## config.mk

```make
export PLATFORM = sky130hd
export DESIGN_NAME = mul_div_unit
export DESIGN_NICKNAME = d
export VERILOG_FILES = /design/src/rtl/mul_div_unit.sv
export SDC_FILE = /design/constraint.sdc
export NUM_CORES = 1
export LEC_CHECK = 0
export CAP_MARGIN = 25
export CORE_AREA = 8 8 118 120
export CTS_CLUSTER_DIAMETER = 150
export CTS_CLUSTER_SIZE = 20
export DETAILED_ROUTE_END_ITERATION = 8
export DIE_AREA = 0 0 126 128
export PLACE_DENSITY_LB_ADDON = 0.08
export SLEW_MARGIN = 30
export SYNTH_ARGS = -nofsm -noshare
export SYNTH_HDL_FRONTEND = slang
export SYNTH_SLANG_ARGS = --single-unit
export TNS_END_PERCENT = 1
```

## constraint.sdc

```tcl
create_clock -name clk -period 2.8 [get_ports clk]
set_clock_uncertainty 0.2 [all_clocks]
set_input_delay 0.28 -clock clk [delete_from_list [all_inputs] [get_ports clk]]
set_output_delay 0.28 -clock clk [all_outputs]
set_load 0.02 [all_outputs]
```

## src/rtl/mul_div_unit.sv

```systemverilog
// Iterative multiply/divide unit with HI/LO result registers (one bit per cycle, WIDTH cycles).
// Define SIGNED_OPS_EN to honour signed_op for two's-complement MULT/DIV.
module mul_div_unit #(
  parameter int WIDTH = 16
) (
  input  logic             clk,
  input  logic             rst,
  input  logic             start,
  input  logic [1:0]       op,
  input  logic             signed_op,
  input  logic [WIDTH-1:0] a,
  input  logic [WIDTH-1:0] b,
  output logic             busy,
  output logic             done,
  output logic             div_by_zero,
  output logic [WIDTH-1:0] hi,
  output logic [WIDTH-1:0] lo
);
  localparam int CW = (WIDTH > 1) ? $clog2(WIDTH) : 1;
  localparam logic [CW-1:0] LAST_CNT = CW'(WIDTH - 1);
  localparam logic [1:0] OP_MULT = 2'b00;
  localparam logic [1:0] OP_DIV  = 2'b01;
  localparam logic [1:0] OP_MTHI = 2'b10;
  localparam logic [1:0] OP_MTLO = 2'b11;

  typedef enum logic {IDLE = 1'b0, RUN = 1'b1} state_t;
  state_t state, state_next;

  logic             accept, last;
  logic [CW-1:0]    cnt;
  logic             is_div;
  logic [WIDTH-1:0] w_hi, w_lo, opnd;
  logic [WIDTH-1:0] a_mag, b_mag;
  logic [WIDTH:0]   sum, sh;
  logic [WIDTH-1:0] step_hi, step_lo;
  logic [WIDTH-1:0] res_hi, res_lo;

`ifdef SIGNED_OPS_EN
  logic             a_neg, b_neg, neg_q, neg_r;
  logic [WIDTH-1:0] a_orig;
  logic [2*WIDTH-1:0] prod;

  assign a_neg = signed_op & a[WIDTH-1];
  assign b_neg = signed_op & b[WIDTH-1];
  assign a_mag = a_neg ? -a : a;
  assign b_mag = b_neg ? -b : b;

  always_ff @(posedge clk) begin
    if (rst) begin
      neg_q  <= 1'b0;
      neg_r  <= 1'b0;
      a_orig <= '0;
    end else if (accept) begin
      neg_q  <= a_neg ^ b_neg;
      neg_r  <= a_neg;
      a_orig <= a;
    end
  end
`else
  logic unused_signed_op;
  assign unused_signed_op = signed_op;
  assign a_mag = a;
  assign b_mag = b;
`endif

  always_ff @(posedge clk) begin
    if (rst) state <= IDLE;
    else     state <= state_next;
  end

  always_comb begin
    state_next = state;
    accept     = 1'b0;
    last       = 1'b0;
    case (state)
      IDLE: if (start && (op == OP_MULT || op == OP_DIV)) begin
        accept     = 1'b1;
        state_next = RUN;
      end
      RUN: if (cnt == LAST_CNT) begin
        last       = 1'b1;
        state_next = IDLE;
      end
      default: state_next = IDLE;
    endcase
  end

  // One iteration: MULT shifts {w_hi,w_lo} right after a conditional add;
  // DIV shifts the dividend into the remainder and subtracts when it fits.
  always_comb begin
    sum = {1'b0, w_hi} + (w_lo[0] ? {1'b0, opnd} : '0);
    sh  = {w_hi, w_lo[WIDTH-1]};
    if (is_div) begin
      if (sh >= {1'b0, opnd}) begin
        step_hi = WIDTH'(sh - {1'b0, opnd});
        step_lo = {w_lo[WIDTH-2:0], 1'b1};
      end else begin
        step_hi = WIDTH'(sh);
        step_lo = {w_lo[WIDTH-2:0], 1'b0};
      end
    end else begin
      step_hi = sum[WIDTH:1];
      step_lo = {sum[0], w_lo[WIDTH-1:1]};
    end
  end

  // Unsigned divide-by-zero falls out of the recurrence as hi=a, lo=all ones.
  always_comb begin
    res_hi = step_hi;
    res_lo = step_lo;
`ifdef SIGNED_OPS_EN
    prod = {step_hi, step_lo};
    if (is_div) begin
      if (opnd == '0) begin
        res_hi = a_orig;
        res_lo = '1;
      end else begin
        if (neg_q) res_lo = -step_lo;
        if (neg_r) res_hi = -step_hi;
      end
    end else if (neg_q) begin
      prod = -prod;
      {res_hi, res_lo} = prod;
    end
`endif
  end

  always_ff @(posedge clk) begin
    if (rst) begin
      busy        <= 1'b0;
      done        <= 1'b0;
      div_by_zero <= 1'b0;
      hi          <= '0;
      lo          <= '0;
      cnt         <= '0;
      is_div      <= 1'b0;
      w_hi        <= '0;
      w_lo        <= '0;
      opnd        <= '0;
    end else begin
      done <= 1'b0;
      if (accept) begin
        is_div      <= (op == OP_DIV);
        opnd        <= b_mag;
        w_hi        <= '0;
        w_lo        <= a_mag;
        cnt         <= '0;
        busy        <= 1'b1;
        div_by_zero <= 1'b0;
      end else if (state == RUN) begin
        w_hi <= step_hi;
        w_lo <= step_lo;
        cnt  <= cnt + 1'b1;
        if (last) begin
          hi          <= res_hi;
          lo          <= res_lo;
          done        <= 1'b1;
          busy        <= 1'b0;
          div_by_zero <= is_div && (opnd == '0);
        end
      end else if (start) begin
        if (op == OP_MTHI)      hi <= a;
        else if (op == OP_MTLO) lo <= a;
      end
    end
  end
endmodule
```

### Word-level counts from Yosys, hierarchy flattened

Cells that the tools add are included.

* add/sub/neg operators: 3
* $mul: 0
* divide/modulo/power cells: 0
* order comparisons: 1
* equal/unequal tests: 6
* shift-type cells: 0
* muxes and demuxes: 26
* bitwise gates (word level): 2
* reductions and logical operators: 16

Operators by type and width (count)
* two-way mux 16 bit: 15
* adder 16 x 16 -> 17 bit: 1
* >= comparator 17 x 16 -> 1 bit: 1
* logical NOT 16 bit: 1
* subtractor 16 bit: 1
* two-way mux 1 bit: 10
* nonzero test 2 bit: 5
* AND reduction 5 bit: 1
* adder 4 x 1 -> 4 bit, second input constant: 1
* equality test 2 bit, second input constant: 2
* equality test 4 bit, second input constant: 1
* AND reduction 2 bit: 2
* AND reduction 4 bit: 1
* OR reduction 3 bit: 1
* equality test 2 x 1 -> 1 bit, second input constant: 1
* logical AND 1 bit: 2
* logical NOT 2 bit: 1
* != test 2 x 1 -> 1 bit, second input constant: 1
* != test 2 bit, second input constant: 1
* NOT 1 bit: 2
* one-hot mux 1 bit (2 select lines): 1
* OR reduction 2 bit: 1
* logical OR 1 bit: 1

* register bits: 89
* latch bits: 0
* RAM bits: 0
* memory bits (read-only): 0
* logic and storage cells: 65
* memories kept: 0

### Depth between registers and ports, before layout

Gate-level depths: netlist (run 1).

* word-level depth: 7
* gate-level depth with buffers: 11

### Worst setup path after synthesis (run 1)

Ideal clock, no wire load.

* path kind: register to register
* start: register w_lo[0]
* end: register hi[9]
* arrival: 2654 ps
* slack: -115 ps
* stages on the path, launching flop included: 12
* buffers on the path: 1
* path through: dfxtp_1 clkbuf_1 and2_1 ha_1 fa_1 a21o_1 a31oi_1 o21ai_0 a41oi_1 xor2_1 a2111oi_0 a32o_1

* word-level cells in the longest chain between the ends: 5

Ends and longest elaborated chain
* from (decl): RTL line 32 `logic [WIDTH-1:0] w_hi, w_lo, opnd;`
* from (signal assigned): RTL line 146 `w_lo <= a_mag;`
* from (signal assigned): RTL line 152 `w_lo <= step_lo;`
* two-way mux 16 bit: RTL line 91 `sum = {1'b0, w_hi} + (w_lo[0] ? {1'b0, opnd} : '0);`
* adder 16 x 16 -> 17 bit: RTL line 91
* two-way mux 16 bit: RTL line 93 `if (is_div) begin`
* two-way mux 16 bit: RTL line 154 `if (last) begin`
* two-way mux 16 bit: RTL line 150 `end else if (state == RUN) begin`
* to (signal assigned): RTL line 155 `hi <= res_hi;`
* to (decl): RTL line 16 `output logic [WIDTH-1:0] hi,`

Every way passes these cells. The select of a mux whose other input is x is not followed.
A chain may end at the register's enable or synchronous reset.

### Final worst setup path (run 1)

* start: register w_hi[13]
* end: register hi[7]

* word-level cells in the longest chain between the ends: 5

Ends and longest elaborated chain
* from (decl): RTL line 32
* from (signal assigned): RTL line 151 `w_hi <= step_hi;`
* >= comparator 17 x 16 -> 1 bit: RTL line 94 `if (sh >= {1'b0, opnd}) begin`
* two-way mux 16 bit: RTL line 94
* two-way mux 16 bit: RTL line 93
* two-way mux 16 bit: RTL line 154
* two-way mux 16 bit: RTL line 150

Every way passes these cells. The select of a mux whose other input is x is not followed.

==> results.cfg, run 1 <==
[sta]
final-setup-viol-count = 16
tightest_slew_ns = 0.602
fmax_mhz = 347
finalCritPeriodShare = 1.03
finalMaxSlewViolations = 0
grt_setup_unrepaired = true
period_needed_ns = 2.88
final_hold_viol_count = 0
setup_slack_after_layout_ns = -0.0777
maxSlewHeadroom = 0.597
setup_total_negative_slack_ns = -0.629

[die]
core_footprint_sq_um = 12200
fp-row-count = 41
boundaryPins = 73
dieWidth_um = 126
fp.dieArea_sq_um = 16100
floorplan.initialDensity = 0.478
die_h_um = 128

[route]
route.detailed.vias_per_inst = 5.91
drt_pass1_iterations = 5
antenna_left = 0
wl_met2_um = 9780
number_of_vias_in_the_routed_layout = 6125
met3RoutedLength_um = 1390
m1WireLength_um = 8930
total_wire_length_um = 20600
detail_route.iter0.violations = 448
detail_route.drc_violations = 0
wl_per_cell_um = 19.9
highest_metal_used = met4

[logic_synthesis]
ys.warnings.count = 0
netlist-cell-type-count = 76
synth.ff_latch_count = 89
async_flop_share = 0
ys.flop_type = sky130_fd_sc_hd__dfxtp_1
postSynthCellCount = 734
ys_seq_area_frac = 0.305
syn-num-nets = 807
post_synthesis_instance_area_sq_um = 5830
synth-edff-count = 0
synth_area_per_cell_sq_um = 7.95

[flow_run]
max-cap-violations = 0

[global_route]
grt_antenna_before_repair = 0
grt.total_usage = 0.253
global_route.overflow_total = 0
grt_pass1_vias = 6084
global_route_wire_length_before_repair_um = 32300
maximum_number_of_pins_on_one_net_before_global_route_repair = 86

[critical_path]
setup.worst_path.class = reg -> reg
crit_path_end_kind = flop
timing.critical_path.cells = ha_4, a21o_1, a211oi_2, or3b_4, o31ai_4, buf_12, buf_12, and3_1, a31oi_2, a311oi_1
crit_slowest_cell = sky130_fd_sc_hd__or3b_4
worst_path_dominant_cell_family = compound AO/OA/AOI/OAI gates
launching_element_type_of_the_critical_path = flop
crit_fanout = 7
critical_path_required_ns = 2.86
worst_ep_arrival_time_ns = 2.94
crit_path_max_incr_delay_ns = 0.44
count_of_buffer_and_inverter_cells_on_the_critical_path = 2
crit_top_cell = sky130_fd_sc_hd__buf_12

[clock_network]
clk_transition_reported_paths_ns = 0.07
maximum_count_of_clock_buffers_along_a_single_path = 2
tritoncts_num_sinks = 89
ctsHtreeMaxLevel = 3
root_buffer = sky130_fd_sc_hd__clkbuf_16
worst_skew_pair.late_latency_ns = 0.35
cts.hold.buffers_added = 0
tritoncts_clock_tree = yes
tritoncts.num_buffers = 9

[layout]
final_cells = 1036
final_layout_size_suffix_gt1_frac = 0.221
layout.cell_area.non_filler_sq_um = 8070
fillCellCount = 1026
antenna_cells = 0
layout-area-overhead-vs-synth_pct = 38.3
fin_nets = 954
post-route-util = 0.661

[place]
placed_cell_area_sq_um = 7340
buffers_on_ports = 71
placedCellCount = 1010
dp.final_hpwl_um = 15100
finalWeightedCongestion = 0.970
preCtsSetupSlack_ns = -0.171

[run_status]
status = complete, but fails checks
violations = setup timing

[power_and_ir_drop]
max-vdd-ir-drop_mv = 0.316
power_leakage_nw = 3.31
power.density_nw_per_um2 = 513

[worst_hold_path]
hold_class = reg -> reg
-- worst reg2reg max path, stage by stage (launching register included) --
cell,delay (ns)
sky130_fd_sc_hd__dfxtp_4,0.37
sky130_fd_sc_hd__ha_4,0.24
sky130_fd_sc_hd__a21o_1,0.18
sky130_fd_sc_hd__a211oi_2,0.28
sky130_fd_sc_hd__or3b_4,0.45
sky130_fd_sc_hd__o31ai_4,0.28
sky130_fd_sc_hd__buf_12,0.18
sky130_fd_sc_hd__buf_12,0.12
sky130_fd_sc_hd__and3_1,0.17
sky130_fd_sc_hd__a31oi_2,0.05
sky130_fd_sc_hd__a311oi_1,0.29
-- layout by cell type, fill, tap and decap left out, drive strengths merged, types with 6 or more instances in the layout --
cell type      Yosys  routed
nor2              65      65
nand4              9       9
xnor2             10      10
and3               6       6
and2              43      43
nand3             21      21
dfxtp             89      89
nor3              22      22
a21oi             65      65
clkdlybuf4s50      0      70
o21ai             40      40
nor4               6       6
ha                33      33
a211oi            29      29
buf               11     111
a31oi             15      15
o41ai              7       7
nand2             73      73
xor2              15      15
mux2i             19      19
inv               25      27
nand2b            12      12
clkbuf            34      11
a21o              16      16
-- power breakdown --
group | internal, mW | switching, mW | leakage (nW)
Combinational | 0.680 | 0.756 | 2.43
Clock | 0.746 | 0.560 | 0.153
Sequential | 1.33 | 0.0626 | 0.730
Total | 2.76 | 1.38 | 3.31
-- flip-flops by register name (all words and copies together), names as in the netlist --
| register | cells |
|---|---|
| lo | 16 |
| is_div | 1 |
| busy | 1 |
| opnd | 16 |
| w_hi | 16 |
| state | 1 |
| div_by_zero | 1 |
| w_lo | 16 |
| cnt | 4 |
| hi | 16 |
| done | 1 |
-- worst paths after layout --
kind / startpoint / endpoint / slack [ns] / cells past startpoint
setup / recovery: w_hi[13] / hi[7] / -0.08 / 10
setup reg to reg: w_hi[13] / hi[7] / -0.08 / 10
hold / removal: busy / busy / 0.26 / 2
hold reg to reg: busy / busy / 0.26 / 2
-- Yosys cell counts (5+ instances only) --
| master | instances | area share |
|---|---|---|
| sky130_fd_sc_hd__a211oi_1 | 27 | 0.035 |
| sky130_fd_sc_hd__a21o_1 | 16 | 0.021 |
| sky130_fd_sc_hd__a21oi_1 | 64 | 0.055 |
| sky130_fd_sc_hd__a31oi_1 | 14 | 0.015 |
| sky130_fd_sc_hd__and2_1 | 43 | 0.046 |
| sky130_fd_sc_hd__and3_1 | 6 | 0.0064 |
| sky130_fd_sc_hd__clkbuf_1 | 33 | 0.021 |
| sky130_fd_sc_hd__dfxtp_1 | 89 | 0.31 |
| sky130_fd_sc_hd__ha_1 | 33 | 0.071 |
| sky130_fd_sc_hd__inv_1 | 25 | 0.016 |
| sky130_fd_sc_hd__mux2i_1 | 19 | 0.033 |
| sky130_fd_sc_hd__nand2_1 | 72 | 0.046 |
| sky130_fd_sc_hd__nand2b_1 | 12 | 0.013 |
| sky130_fd_sc_hd__nand3_1 | 21 | 0.018 |
| sky130_fd_sc_hd__nand4_1 | 9 | 0.0097 |
| sky130_fd_sc_hd__nor2_1 | 65 | 0.042 |
| sky130_fd_sc_hd__nor2b_1 | 5 | 0.0054 |
| sky130_fd_sc_hd__nor3_1 | 22 | 0.019 |
| sky130_fd_sc_hd__nor4_1 | 6 | 0.0064 |
| sky130_fd_sc_hd__o21ai_0 | 38 | 0.033 |
| sky130_fd_sc_hd__o41ai_1 | 5 | 0.0075 |
| sky130_fd_sc_hd__xnor2_1 | 10 | 0.015 |
| sky130_fd_sc_hd__xor2_1 | 15 | 0.023 |
-- timing repair --
item | CTS | global route
pin swaps | 7 | 22
gates resized for setup | 32 | 34
setup buffers | 6 | 3
setup endpoints to repair | 31 | 31
cloned | 1 | 0
-- per-stage QoR --
step	hold slack, ns	total power [mW]
2_1_floorplan	0.216	2.10
6_report	0.258	4.14
5_1_grt	0.277	4.30
3_3_place_gp	0.242	2.59
4_1_cts	0.263	4.06
3_5_place_dp	0.253	2.61
-- kinds of logic after synthesis --
logic type                 synth area share
adders and majority gates            0.0777
AOI/OAI and AO/OA                     0.260
and+or+nand+nor                       0.233
xor gates and xnor gates             0.0375
buffers and inverters                0.0493
muxes                                0.0365
DFF                                   0.305
-- final cells by class --
type / count / area, sq um / share of cell area
Sequential cell: 89 / 1800 / 0.223
Clock inverter: 5 / 60.1 / 0.00744
Timing Repair Buffer: 181 / 1620 / 0.200
Multi-Input combinational cell: 575 / 4060 / 0.503
Clock buffer: 11 / 253 / 0.0313
Tap cell: 150 / 188 / 0.0233
Inverter: 25 / 93.8 / 0.0116
-- routing by layer --
layer / vias to the layer above / global-route usage
li1: 2949 / -
met1: 2916 / 0.313
met2: 220 / 0.428
met3: 40 / 0.0595
met4: 0 / 0.0764
met5: - / 0
No activity file was read; power rests on OpenSTA's default activity.
==> inputs of run 2 (changes only) <==
--- a/config.mk
+++ b/config.mk
@@ -5,12 +5,14 @@
 export SDC_FILE = /design/constraint.sdc
 export NUM_CORES = 1
 export LEC_CHECK = 0
+export ABC_AREA = 1
 export CAP_MARGIN = 25
 export CORE_AREA = 8 8 118 120
-export CTS_CLUSTER_DIAMETER = 150
+export CTS_CLUSTER_DIAMETER = 100
 export CTS_CLUSTER_SIZE = 20
 export DETAILED_ROUTE_END_ITERATION = 8
 export DIE_AREA = 0 0 126 128
+export MAX_ROUTING_LAYER = met4
 export PLACE_DENSITY_LB_ADDON = 0.08
 export SLEW_MARGIN = 30
 export SYNTH_ARGS = -nofsm -noshare
==> results.cfg, run 2 <==
[run_status]
status = finished, final reports clean

[critical_path]
crit_top_cell = sky130_fd_sc_hd__a21oi_1
timing.critical_path.cells = nand3_1, nor2_2, nor2_4, nor3_4, inv_2, a21oi_1, a21oi_1
worst_ep_arrival_time_ns = 2.64
critical_path_required_ns = 2.84
launching_element_type_of_the_critical_path = flop
crit_path_max_incr_delay_ns = 0.59
crit_path_end_kind = flop
crit_slowest_cell = sky130_fd_sc_hd__nor3_4
setup.worst_path.class = reg -> reg
worst_path_dominant_cell_family = simple AND/OR/NAND/NOR gates
crit_fanout = 17
count_of_buffer_and_inverter_cells_on_the_critical_path = 1

[route]
total_wire_length_um = 18300
antenna_left = 0
detail_route.drc_violations = 0
route.detailed.vias_per_inst = 5.41
number_of_vias_in_the_routed_layout = 6208
detail_route.iter0.violations = 459
wl_per_cell_um = 15.9
drt_pass1_iterations = 5

[die]
fp-row-count = 41
boundaryPins = 73
dieWidth_um = 126
die_h_um = 128
core_footprint_sq_um = 12200
fp.dieArea_sq_um = 16100
floorplan.initialDensity = 0.482

[logic_synthesis]
netlist-cell-type-count = 35
post_synth_main_area_contributors = sky130_fd_sc_hd__dfxtp_1 (30%), sky130_fd_sc_hd__nand2_1 (15%), sky130_fd_sc_hd__a21oi_1 (8.9%)
synth_largest_type_area_fraction = 0.303
synth_area_per_cell_sq_um = 6.36
yosys-top-cells-count = sky130_fd_sc_hd__nand2_1 (239), sky130_fd_sc_hd__inv_1 (118), sky130_fd_sc_hd__a21oi_1 (105)
postSynthCellCount = 924
ys.flop_type = sky130_fd_sc_hd__dfxtp_1
ys_seq_area_frac = 0.303
ys.warnings.count = 0
post-synth-top-count-cell = sky130_fd_sc_hd__nand2_1
synth-edff-count = 0
async_flop_share = 0
syn-num-nets = 997
synth.ff_latch_count = 89
post_synthesis_instance_area_sq_um = 5880
synth.largest_area_cell = sky130_fd_sc_hd__dfxtp_1

[place]
dp.final_hpwl_um = 13900
buffers_on_ports = 71
finalWeightedCongestion = 0.915

[global_route]
grt_pass1_vias = 5837
grt_antenna_before_repair = 0
maximum_number_of_pins_on_one_net_before_global_route_repair = 43
global_route_wire_length_before_repair_um = 29600
grt.total_usage = 0.234
global_route.overflow_total = 0

[sta]
setup_total_negative_slack_ns = 0
finalCritPeriodShare = 0.930
grt_setup_unrepaired = false
period_needed_ns = 2.60
tightest_slew_ns = 0.881
fmax_mhz = 384
final-setup-viol-count = 0
final_hold_viol_count = 0
finalMaxSlewViolations = 0
maxSlewHeadroom = 0.411

[layout]
layout_commonest_cell = sky130_fd_sc_hd__nand2_1
antenna_cells = 0
fillCellCount = 1234
fin_nets = 1065
final_layout_size_suffix_gt1_frac = 0.0572
final_cell_mix = sky130_fd_sc_hd__nand2_1 (239), sky130_fd_sc_hd__inv_1 (118), sky130_fd_sc_hd__a21oi_1 (105)
layout-area-overhead-vs-synth_pct = 21.8

[clock_network]
tritoncts_clock_tree = yes
tritoncts_num_sinks = 89
clk_transition_reported_paths_ns = 0.07
ctsHtreeMaxLevel = 3
root_buffer = sky130_fd_sc_hd__clkbuf_16
worst_skew_pair.late_latency_ns = 0.35
tritoncts.num_buffers = 9
maximum_count_of_clock_buffers_along_a_single_path = 2
cts.hold.buffers_added = 0

[power_and_ir_drop]
power_leakage_nw = 3.47
power.density_nw_per_um2 = 493
totalPowerFinal_mw = 3.53
max-vdd-ir-drop_mv = 0.450

[flow_run]
max-cap-violations = 0

[worst_hold_path]
hold_class = reg -> reg
run 2: where the power goes:
group          leakage [nW]  switching (mW)  internal, mW  total (mW)
clock network         0.154           0.564         0.735        1.30
registers             0.728          0.0504          1.34        1.39
logic                  2.59           0.518         0.321       0.839
run 2: final timing paths:
kind | from | end | slack, ns | cells after the start
setup / recovery | state | hi[12] | 0.20 | 7
hold / removal | busy | busy | 0.27 | 2
setup reg to reg | state | hi[12] | 0.20 | 7
hold reg to reg | busy | busy | 0.27 | 2
run 2: layout make-up:
type | instances | area, sq um | share of cell area
inverter | 121 | 454 | 0.0634
sequential | 89 | 1780 | 0.249
clock inverter | 5 | 70.1 | 0.00978
tap | 150 | 188 | 0.0262
timing repair buffer | 96 | 948 | 0.132
multi-input combinational | 675 | 3480 | 0.486
clock buffer | 11 | 243 | 0.0339
run 2: cell families after synthesis:
family          count (synthesis)  synth area share
buf+inv                       160             0.109
fa+ha+maj                      35            0.0770
flops                          89             0.303
xor+xnor                        9            0.0134
compound gates                218             0.192
simple gates                  413             0.306
run 2: metal layers:
layer,track usage,up-vias,share of wire
li1,-,3179,-
met1,0.296,2844,0.47
met2,0.382,167,0.46
met3,0.0370,18,0.053
met4,0.0637,0,0.017
met5,-,-,0
run 2: tightest hold or removal path, cell delays in order, from the launching register on:
cell and delay, ns:
sky130_fd_sc_hd__dfxtp_1 0.31, sky130_fd_sc_hd__nand2_1 0.06, sky130_fd_sc_hd__a21oi_1 0.05
run 2: through the flow:
step	cells	hold WS [ns]	instance area, sq um	utilization	worst slack [ns]
floorplan	924	0.149	5880	-	0.352
global placement	1130	0.248	6810	0.558	0.137
detailed placement	1130	0.256	6810	0.558	0.116
CTS	1146	0.266	7120	0.583	0.205
global route	1147	0.298	7160	0.587	0.0206
finish	1147	0.265	7160	0.587	0.197
run 2: repair_timing:
| item | CTS | global route |
|---|---|---|
| endpoints found under the setup margin | 0 | 22 |
| resized for setup | 0 | 2 |
| setup buffers | 0 | 1 |
==> inputs of run 3 (changes only) <==
--- a/config.mk
+++ b/config.mk
@@ -5,13 +5,12 @@
 export SDC_FILE = /design/constraint.sdc
 export NUM_CORES = 1
 export LEC_CHECK = 0
-export ABC_AREA = 1
 export CAP_MARGIN = 25
-export CORE_AREA = 8 8 118 120
+export CORE_AREA = 2 2 100 126
 export CTS_CLUSTER_DIAMETER = 100
 export CTS_CLUSTER_SIZE = 20
 export DETAILED_ROUTE_END_ITERATION = 8
-export DIE_AREA = 0 0 126 128
+export DIE_AREA = 0 0 102 128
 export MAX_ROUTING_LAYER = met4
 export PLACE_DENSITY_LB_ADDON = 0.08
 export SLEW_MARGIN = 30
==> results.cfg, run 3 (same netlist as run 1, synthesis figures left out) <==
[sta]
maxSlewHeadroom = 0.352
tightest_slew_ns = 0.972
final_hold_viol_count = 0
fmax_mhz = 360
final-setup-viol-count = 0
grt_setup_unrepaired = true
finalCritPeriodShare = 0.993
period_needed_ns = 2.78
setup_slack_after_layout_ns = 0.0205
finalMaxSlewViolations = 0

[layout]
fin_nets = 957
fillCellCount = 987
layout-area-overhead-vs-synth_pct = 44.8
antenna_cells = 0
final-seq-area_sq_um = 1810
post-route-util = 0.707
final_cells = 1052
layout.cell_area.non_filler_sq_um = 8440
final_cell_mix = sky130_fd_sc_hd__buf_4 (108), sky130_fd_sc_hd__dfxtp_1 (72), sky130_fd_sc_hd__nand2_1 (70), sky130_fd_sc_hd__clkdlybuf4s50_1 (70), sky130_fd_sc_hd__nor2_1 (64)
final_layout_size_suffix_gt1_frac = 0.277
area_of_the_multi_input_gates_sq_um = 4390
layout_commonest_cell = sky130_fd_sc_hd__buf_4

[clock_network]
root_buffer = sky130_fd_sc_hd__clkbuf_16
worst_skew_pair.late_latency_ns = 0.35
tritoncts_num_sinks = 89
clk_transition_reported_paths_ns = 0.07
ctsHtreeMaxLevel = 3
tritoncts.num_buffers = 9
tritoncts_clock_tree = yes
maximum_count_of_clock_buffers_along_a_single_path = 2

[power_and_ir_drop]
sequentialPowerShare = 0.327
max-vdd-ir-drop_mv = 0.328
power_leakage_nw = 3.34
switching_share = 0.327
combinationalPowerShare = 0.339
p_clk_frac = 0.334
total_switching_power_mw = 1.40
power.density_nw_per_um2 = 506
cellInternalPower_mw = 2.88

[place]
preCtsSetupSlack_ns = -0.248
buffers_on_ports = 71
placed_cell_area_sq_um = 7360
finalWeightedCongestion = 0.889
placedCellCount = 1026
dp.final_hpwl_um = 14500

[route]
total_wire_length_um = 20200
detail_route.iter0.violations = 397
wl_per_cell_um = 19.2
detail_route.drc_violations = 0
route.detailed.vias_per_inst = 5.83
drt_pass1_iterations = 4
number_of_vias_in_the_routed_layout = 6131
antenna_left = 0

[critical_path]
launching_element_type_of_the_critical_path = flop
crit_fanout = 7
worst_r2r_path_depth = 12
worst_ep_arrival_time_ns = 2.81
crit_slowest_cell = sky130_fd_sc_hd__dfxtp_4
crit_path_end_kind = flop
critical_path_required_ns = 2.83
crit_path_max_incr_delay_ns = 0.38
setup.worst_path.class = reg -> reg
timing.critical_path.cells = and2_4, ha_4, fa_2, a21o_1, a31oi_4, nor4b_2, buf_4, o21ai_2, o211ai_1, a31oi_1, buf_4, a31oi_1

[run_status]
status = finished, final reports clean

[die]
fp-row-count = 45
dieWidth_um = 102
die_h_um = 128
core_footprint_sq_um = 11900
fp.dieArea_sq_um = 13100
boundaryPins = 73
floorplan.initialDensity = 0.489

[flow_run]
max-cap-violations = 0

[global_route]
global_route_wire_length_before_repair_um = 30700
grt_pass1_vias = 6010
gr-usage-met1 = 0.395
grt-busiest-layer = met2
global_route.overflow_total = 0
groute.layer.met3.usage = 0.0327
grt_antenna_before_repair = 0
grt.met2_usage = 0.515
grt.total_usage = 0.311
maximum_number_of_pins_on_one_net_before_global_route_repair = 56

[worst_hold_path]
min_delay_path_depth = 2
hold_class = in -> reg
[run 3: cell count changes in the layout (fill, tap and decap cells not counted), sizes merged, moves of 42 or more]
| cell | delta |
|---|---|
| inv | -97 |
| nand2 | -168 |
| buf | +89 |
| o21ai | -53 |
| nand3 | -59 |
| and2 | +42 |
[run 3: per-layer routing]
layer,vias up,wire [um]
li1,2956,-
met1,2961,8690
met2,178,10100
met3,36,861
met4,0,526
met5,-,0
[run 3: area by class of cell]
| type | instances | share of cell area |
|---|---|---|
| multi-input cells | 575 | 0.520 |
| flip-flops and latches | 89 | 0.215 |
| repair buffers | 184 | 0.189 |
| clock buffers | 9 | 0.0267 |
| well taps | 164 | 0.0243 |
| clock inverters | 6 | 0.0136 |
| inverters | 25 | 0.0111 |
[run 3: final timing paths]
path | to | slack, ns | startpoint
setup / recovery | hi[15] | 0.02 | w_lo[0]
hold / removal | opnd[6] | 0.07 | rst
setup reg to reg | hi[15] | 0.02 | w_lo[0]
hold reg to reg | busy | 0.26 | busy
[run 3: critical path: cells and delay by family, from the launching register on]
family	cells	cell delay [ns]
AO/OA/AOI/OAI	6	0.99
adder cells (fa/ha/maj)	2	0.50
flip-flops	1	0.38
buffers and inverters	2	0.33
AND/OR/NAND/NOR	2	0.26
[run 3: timing repair]
item                       in CTS  in global routing
setup endpoints to repair      30                 32
hold buffers                    0                  0
pin swaps                      12                 37
gates resized for setup        34                 90
buffers inserted                7                  5
hold endpoints to repair        0                  0
[run 3: power by group through the flow]
stage	clock (mW)	combinational (mW)	sequential, mW
after floorplan	0	0.684	1.42
after global placement	0	1.17	1.42
after detailed placement	0	1.19	1.42
after CTS	1.44	1.28	1.39
after global routing	1.49	1.54	1.40
final	1.43	1.45	1.40
[run 3: stage by stage]
stage / hold slack (ns) / total power, mW / setup TNS (ns)
global placement: 0.241 / 2.59 / -1.04
finish: 0.0674 / 4.27 / 0
floorplan: 0.216 / 2.10 / 0
CTS: 0.0534 / 4.11 / -0.154
global route: 0.0689 / 4.43 / -0.438
detailed placement: 0.256 / 2.61 / -2.17
